--- config.mk ---
export PLATFORM = sky130hd
export DESIGN_NAME = sop_lut_sweeper
export DESIGN_NICKNAME = d
export VERILOG_FILES = /design/src/rtl/sop_lut_sweeper.sv
export SDC_FILE = /design/constraint.sdc
export NUM_CORES = 1
export LEC_CHECK = 0
export BUFFER_PORTS_ARGS = -buffer_cell sky130_fd_sc_hd__buf_4
export CAP_MARGIN = 20
export CORE_ASPECT_RATIO = 1.1
export CORE_MARGIN = 4
export CORE_UTILIZATION = 55
export DETAILED_ROUTE_END_ITERATION = 16
export GPL_ROUTABILITY_DRIVEN = 1
export PLACE_DENSITY = 0.75
export SYNTH_ARGS = -nofsm -noshare
export SYNTH_HDL_FRONTEND = slang
export SYNTH_SLANG_ARGS = --single-unit
--- constraint.sdc ---
create_clock -name clk -period 3.3 [get_ports clk]
set_clock_uncertainty 0.05 [all_clocks]
set_input_delay 0.66 -clock clk [delete_from_list [all_inputs] [get_ports clk]]
set_output_delay 0.66 -clock clk [all_outputs]
set_load 0.005 [all_outputs]
--- src/rtl/sop_lut_sweeper.sv ---
// ============================================================================
// sop_lut_sweeper : runtime-loadable N-input boolean function with a direct
//                   registered lookup path and a self-driven truth-table sweep.
// Revision 1.0
// ============================================================================
`default_nettype none

module sop_lut_sweeper #(
  parameter int N = 4
) (
  input  logic         clk,
  input  logic         reset,
  input  logic         load_en,
  input  logic         load_bit,
  input  logic [N-1:0] x,
  input  logic         start,
  output logic         s,
  output logic [N-1:0] sweep_in,
  output logic         sweep_out,
  output logic         sweep_valid,
  output logic         busy,
  output logic         done,
  output logic [N:0]   count
);

  localparam int           M        = 2 ** N;
  localparam logic [N-1:0] LAST_IDX = N'(M - 1);

  typedef enum logic [1:0] {
    ST_IDLE  = 2'd0,
    ST_SWEEP = 2'd1,
    ST_DONE  = 2'd2
  } state_t;

  state_t         state_q, state_d;
  logic [M-1:0]   mask_q, mask_d;
  logic [N-1:0]   idx_q, idx_d;
  logic           s_q, s_d;
  logic [N-1:0]   sweep_in_q, sweep_in_d;
  logic           sweep_out_q, sweep_out_d;
  logic           sweep_valid_q, sweep_valid_d;
  logic           busy_q, busy_d;
  logic           done_q, done_d;
  logic [N:0]     count_q, count_d;

  always_comb begin
    state_d       = state_q;
    mask_d        = mask_q;
    idx_d         = idx_q;
    s_d           = mask_q[x];
    sweep_in_d    = sweep_in_q;
    sweep_out_d   = sweep_out_q;
    sweep_valid_d = 1'b0;
    busy_d        = 1'b0;
    done_d        = 1'b0;
    count_d       = count_q;

    case (state_q)
      ST_IDLE: begin
        // start wins over a simultaneous load request
        if (start) begin
          state_d = ST_SWEEP;
          idx_d   = '0;
          count_d = '0;
          busy_d  = 1'b1;
        end else if (load_en) begin
          mask_d = {mask_q[M-2:0], load_bit};
        end
      end

      ST_SWEEP: begin
        sweep_in_d    = idx_q;
        sweep_out_d   = mask_q[idx_q];
        sweep_valid_d = 1'b1;
        busy_d        = 1'b1;
        count_d       = count_q + {{N{1'b0}}, mask_q[idx_q]};
        if (idx_q == LAST_IDX) begin
          state_d = ST_DONE;
        end else begin
          idx_d = idx_q + 1'b1;
        end
      end

      ST_DONE: begin
        done_d  = 1'b1;
        state_d = ST_IDLE;
      end

      default: begin
        state_d = ST_IDLE;
      end
    endcase
  end

  always_ff @(posedge clk or posedge reset) begin
    if (reset) begin
      state_q       <= ST_IDLE;
      mask_q        <= '0;
      idx_q         <= '0;
      s_q           <= 1'b0;
      sweep_in_q    <= '0;
      sweep_out_q   <= 1'b0;
      sweep_valid_q <= 1'b0;
      busy_q        <= 1'b0;
      done_q        <= 1'b0;
      count_q       <= '0;
    end else begin
      state_q       <= state_d;
      mask_q        <= mask_d;
      idx_q         <= idx_d;
      s_q           <= s_d;
      sweep_in_q    <= sweep_in_d;
      sweep_out_q   <= sweep_out_d;
      sweep_valid_q <= sweep_valid_d;
      busy_q        <= busy_d;
      done_q        <= done_d;
      count_q       <= count_d;
    end
  end

  assign s           = s_q;
  assign sweep_in    = sweep_in_q;
  assign sweep_out   = sweep_out_q;
  assign sweep_valid = sweep_valid_q;
  assign busy        = busy_q;
  assign done        = done_q;
  assign count       = count_q;

endmodule

`default_nettype wire

Yosys cells after proc, flatten, opt, wreduce, memory -nomap -nowiden

Index checks and enable logic that the tools add are counted.

Memory bits (read-only): 0
Bits in writable memories: 0
Latch bits: 0
Output and inout bits: 14
Memories kept: 0
Logic and storage cells: 43
Input bits: 9
Bits in registers: 36

Mux-type cells: 16
Multiply operators: 0
Divide/modulo/power cells: 0
Add/subtract/negate cells: 2
Equality and inequality tests: 6
Reduce and logical (&&, ||, !) cells: 6
Bitwise gates (word level): 1
Order comparisons: 2
Shift-type cells: 0

Operators by type and width:

| kind                                                        | count |
|---|---|
| less-than comparator 4 x 5 -> 1 bit (second input constant) | 2 |
| one-hot mux 5 bit (2 select lines)                          | 1 |
| binary-select mux 1 bit (select 4 bit)                      | 2 |
| 2-to-1 mux 4 bit                                            | 2 |
| one-hot mux 4 bit (2 select lines)                          | 1 |
| != test 2 bit (second input constant)                       | 3 |
| AND reduction 3 bit                                         | 2 |
| adder 5 x 1 -> 5 bit                                        | 1 |
| 2-to-1 mux 1 bit                                            | 5 |
| 2-to-1 mux 5 bit                                            | 1 |
| adder 4 x 1 -> 4 bit (second input constant)                | 1 |
| == test 4 bit (second input constant)                       | 1 |
| 2-to-1 mux 2 bit                                            | 2 |
| one-hot mux 2 bit (2 select lines)                          | 1 |
| AND reduction 2 bit                                         | 2 |
| == test 2 x 1 -> 1 bit (second input constant)              | 1 |
| == test 2 bit (second input constant)                       | 1 |
| zero test 2 bit                                             | 1 |
| one-hot mux 1 bit (2 select lines)                          | 1 |
| nonzero test 2 bit                                          | 1 |
| NOT 1 bit                                                   | 1 |

Depth between registers and ports, before layout

Word-level depth: 4
Gate-level depth with buffers: 7
Gate-level depth less buffers: 6

Least setup slack after synthesis

OpenSTA, ideal clock, no wires.

Path kind: flip-flop to flip-flop
From: reg idx_q[0]
To: reg count_q[2], in the netlist count[2]
Arrival time: 2.238 ns
Path buffers: 1
Cell stages (with the launch flop): 8
Setup time: 0.079 ns
Period minus slack after synthesis: 2.367 ns
Required time: 3.171 ns
Path slack: 0.933 ns
Cells stage by stage: dfrtp_1 > buf_6 > mux4_1 > mux4_2 > ha_1 > ha_1 > mux2_2 > mux2i_1

Longest elaborated chain between the ends: 4

Ends and longest elaborated chain:

| item                                   | line | source |
|---|---|---|
| start, declared                        | 37   | `logic [N-1:0] idx_q, idx_d;` |
| start signal, assigned                 | 110  | `idx_q <= idx_d;` |
| binary-select mux 1 bit (select 4 bit) | 76   | `count_d = count_q + {{N{1'b0}}, mask_q[idx_q]};` |
| 2-to-1 mux 1 bit (implied by the code) | 76   |  |
| adder 5 x 1 -> 5 bit                   | 76   |  |
| one-hot mux 5 bit (2 select lines)     | 58   | `case (state_q)` |
| end signal, assigned                   | 117  | `count_q <= count_d;` |
| end, declared                          | 44   | `logic [N:0] count_q, count_d;` |

Every way passes these cells. The select of a mux whose other input is x is not followed.
A chain may end at the register's enable or synchronous reset.

Final worst setup path

Same ends and word-level chain as after synthesis.

==> impl_metrics.tcl <==
set metrics [dict create \
    p_leak_nw 0.964 \
    wire_per_inst_um 16.8 \
    synthToLayoutAreaGrowth_pct 14.4 \
    track_usage_pct 18.6 \
    min_path_type "input pin to async pin" \
    fin_setup_tns_ns 0 \
    yosys_warnings 0 \
    period_share_pct 80.2 \
    die_area_um2 4030 \
    antennaDiodeCount 0 \
    seq_power_share_pct 48.4 \
    cts_buffer_depth 2 \
    p_int_w 0.000981 \
    critPathArrivalTime_ns 2.88 \
    post-place-cells 173 \
    finalHoldViolCount 0 \
    status "complete, no violations" \
    yosys.area.top_type "dfrtp_1" \
    dp_hpwl_um 2220 \
    cts_root_buf "clkbuf_4" \
    h-tree-depth 2 \
    start_util_pct 59.4 \
    cts.sink_count 36 \
    postCtsSetupBuffers 0 \
    final_cells 181 \
    grt_pass1_wl_um 5440 \
    die_w_um 60.9 \
    grt_pass1_vias 1148 \
    cp_cell_sequence "mux4_1 -> mux4_2 -> ha_1 -> ha_1 -> mux2_2 -> mux2i_1" \
    fin_area_um2 1940 \
    drive_above_1_share_pct 39.2 \
    required_ns 3.53 \
    post_dp_cell_area_um2 1880 \
    nets 159 \
    yosysSeqAreaShare_pct 53.2 \
    gp_congestion 0.805 \
    cp_common_cell "ha_1" \
    synth_edf_count 0 \
    cp_max_fo 10 \
    period_needed_ns 2.65 \
    clk_latency_ns 0.34 \
    synth_top_area_share_pct 53.2 \
    fmax_mhz 378 \
    fp.dieH_um 66.2 \
    yosys.area_share.adder_pct 2.22 \
    via_count 1074 \
    muxShareOfSynthArea_pct 29.2 \
    globalRouteOverflowTotal 0 \
    antenna_found_initial 0 \
    cpLargestDelayFamily "multiplexers" \
    ctsResizeCount 0 \
    p_sw_w 0.000503 \
    fillers 208 \
    synth_cells 122 \
    drc 0 \
    drt_first_pass_iters 4 \
    synth_common_cells "36 x dfrtp_1, 21 x nand2_1, 18 x mux2_2" \
    rsz0062_at_grt "false" \
    synth_xor_area_share_pct 0.517 \
    io_buffers 22 \
    worst_setup_path_start_kind "register" \
    fin_ws_ns 0.652 \
    cts_buffers 5 \
    syn_nets 134 \
    combPwrFrac_pct 35.3 \
    finalSetupViolCount 0 \
    synth_compound_area_share_pct 1.33 \
    async_flop_share_pct 100 \
    synth_most_common_cell "dfrtp_1" \
    ir_worst_vdd_mv 0.492 \
    dp_slack_ns 0.652 \
    syn_avg_cell_area_um2 13.9 \
    powerDensity_nw_per_um2 766 \
    synth_top_family_by_area "multiplexers" \
    slew_viol_final 0 \
    switching_share_pct 33.9 \
    first_iter_violations 38 \
    critical_path_class "register to register" \
    totalWireLength_um 3030 \
    cts_tree "yes" \
    core_um2 2850 \
    slew_headroom_pct 71.0 \
    slowest_stage "mux4_1" \
    avgViaCountPerCell 5.93 \
    hold_buffers 0 \
    crit_path_max_incr_delay_ns 0.63 \
    route.antenna.remaining_nets 0 \
    clk_pin_slew_ns 0.11 \
    path_buf_inv 0 \
    grt_start_max_net_pins 37 \
    synthTopCellsByArea "dfrtp_1 53%, mux2_2 12%, mux4_2 9.3%" \
    yosys.area_share.simple_pct 10.6 \
    end_kind "register" \
    rows 20 \
    pin_count 23 \
    power.total_w 0.00148 \
    ys_types 30 \
    worst-slew-pin-transition_ns 0.436 \
    synth-seq-cells 36 \
    synth_flop_cell "dfrtp_1" \
    synth_area_um2 1690 \
    drv_cap 0 \
    clockPowerShare_pct 16.4 \
]
[cell usage in the layout (no fill, tap or decap), types with 2 or more instances in the layout]
master / synthesis / routed
mux2_2: 18 / 18
buf_4: 1 / 24
clkbuf_1: 1 / 2
mux4_1: 3 / 3
nand2_1: 21 / 21
nor2_1: 2 / 2
nand4_1: 2 / 2
mux2i_1: 4 / 4
mux4_2: 7 / 7
ha_1: 3 / 3
dfrtp_1: 36 / 36
nand3_1: 3 / 3
inv_1: 4 / 4
clkbuf_4: 0 / 5
[kinds of logic after synthesis]
| kind of cell | count (synthesis) |
|---|---|
| AOI/OAI and AO/OA | 3 |
| xor gates and xnor gates | 1 |
| adders and majority gates | 3 |
| buffers and inverters | 10 |
| DFF | 36 |
| muxes | 33 |
| and+or+nand+nor | 36 |
[path summary, 6_finish.rpt]
| path | start | cells past startpoint | slack (ns) | endpoint |
|---|---|---|---|---|
| worst min register to register | sweep_in[3] | 2 | 0.44 | sweep_in[3] |
| worst max register to register | idx_q[0] | 6 | 0.65 | count[2] |
| worst max-delay path | idx_q[0] | 6 | 0.65 | count[2] |
| worst min-delay path | reset | 3 | 0.35 | idx_q[0] |
| min in group clk | sweep_in[3] | 2 | 0.44 | sweep_in[3] |
| max in group asynchronous | reset | 3 | 2.53 | sweep_in[2] |
[registers in the layout (all words and copies together) (netlist names)]
name,cells
mask_q,16
count,5
idx_q,4
sweep_in,4
state_q,2
busy,1
done,1
s,1
sweep_out,1
sweep_valid,1
[stage by stage]
step                utilization [%]  hold slack [ns]
floorplan                         -            0.419
global placement               65.9            0.413
detailed placement             65.9            0.428
CTS                            67.9            0.363
global route                   67.9            0.381
finish                         67.9            0.354
[power by group through the flow]
stage / combinational [W] / sequential [W] / clock (W)
finish: 0.000523 / 0.000718 / 0.000243
global route: 0.000602 / 0.000740 / 0.000271
CTS: 0.000537 / 0.000718 / 0.000250
detailed placement: 0.000533 / 0.000728 / 0
global placement: 0.000512 / 0.000716 / 0
floorplan: 0.000414 / 0.000665 / 0
[routing by layer]
| metal | global-route usage (%) | up-vias | share of wire [%] |
|---|---|---|---|
| met5 | 0 | - | 0 |
| met4 | 5.69 | 0 | 1.3 |
| met3 | 5.27 | 4 | 5.7 |
| met2 | 30.3 | 30 | 52 |
| met1 | 23.6 | 547 | 41 |
| li1 | - | 493 | - |
[worst reg2reg max path: stages, from the launching register on]
cell and delay [ns]:
dfrtp_1 0.58, mux4_1 0.63, mux4_2 0.49, ha_1 0.23
ha_1 0.21, mux2_2 0.26, mux2i_1 0.13
[cell type report]
cell class / count / area, um2 / area share (%)
timing repair buffer: 24 / 180 / 9.30
sequential: 36 / 901 / 46.5
inverter: 4 / 15.0 / 0.775
tap: 33 / 41.3 / 2.13
clock buffer: 8 / 58.8 / 3.03
multi-input combinational: 76 / 742 / 38.3
Power figures use the tool's default switching activity.
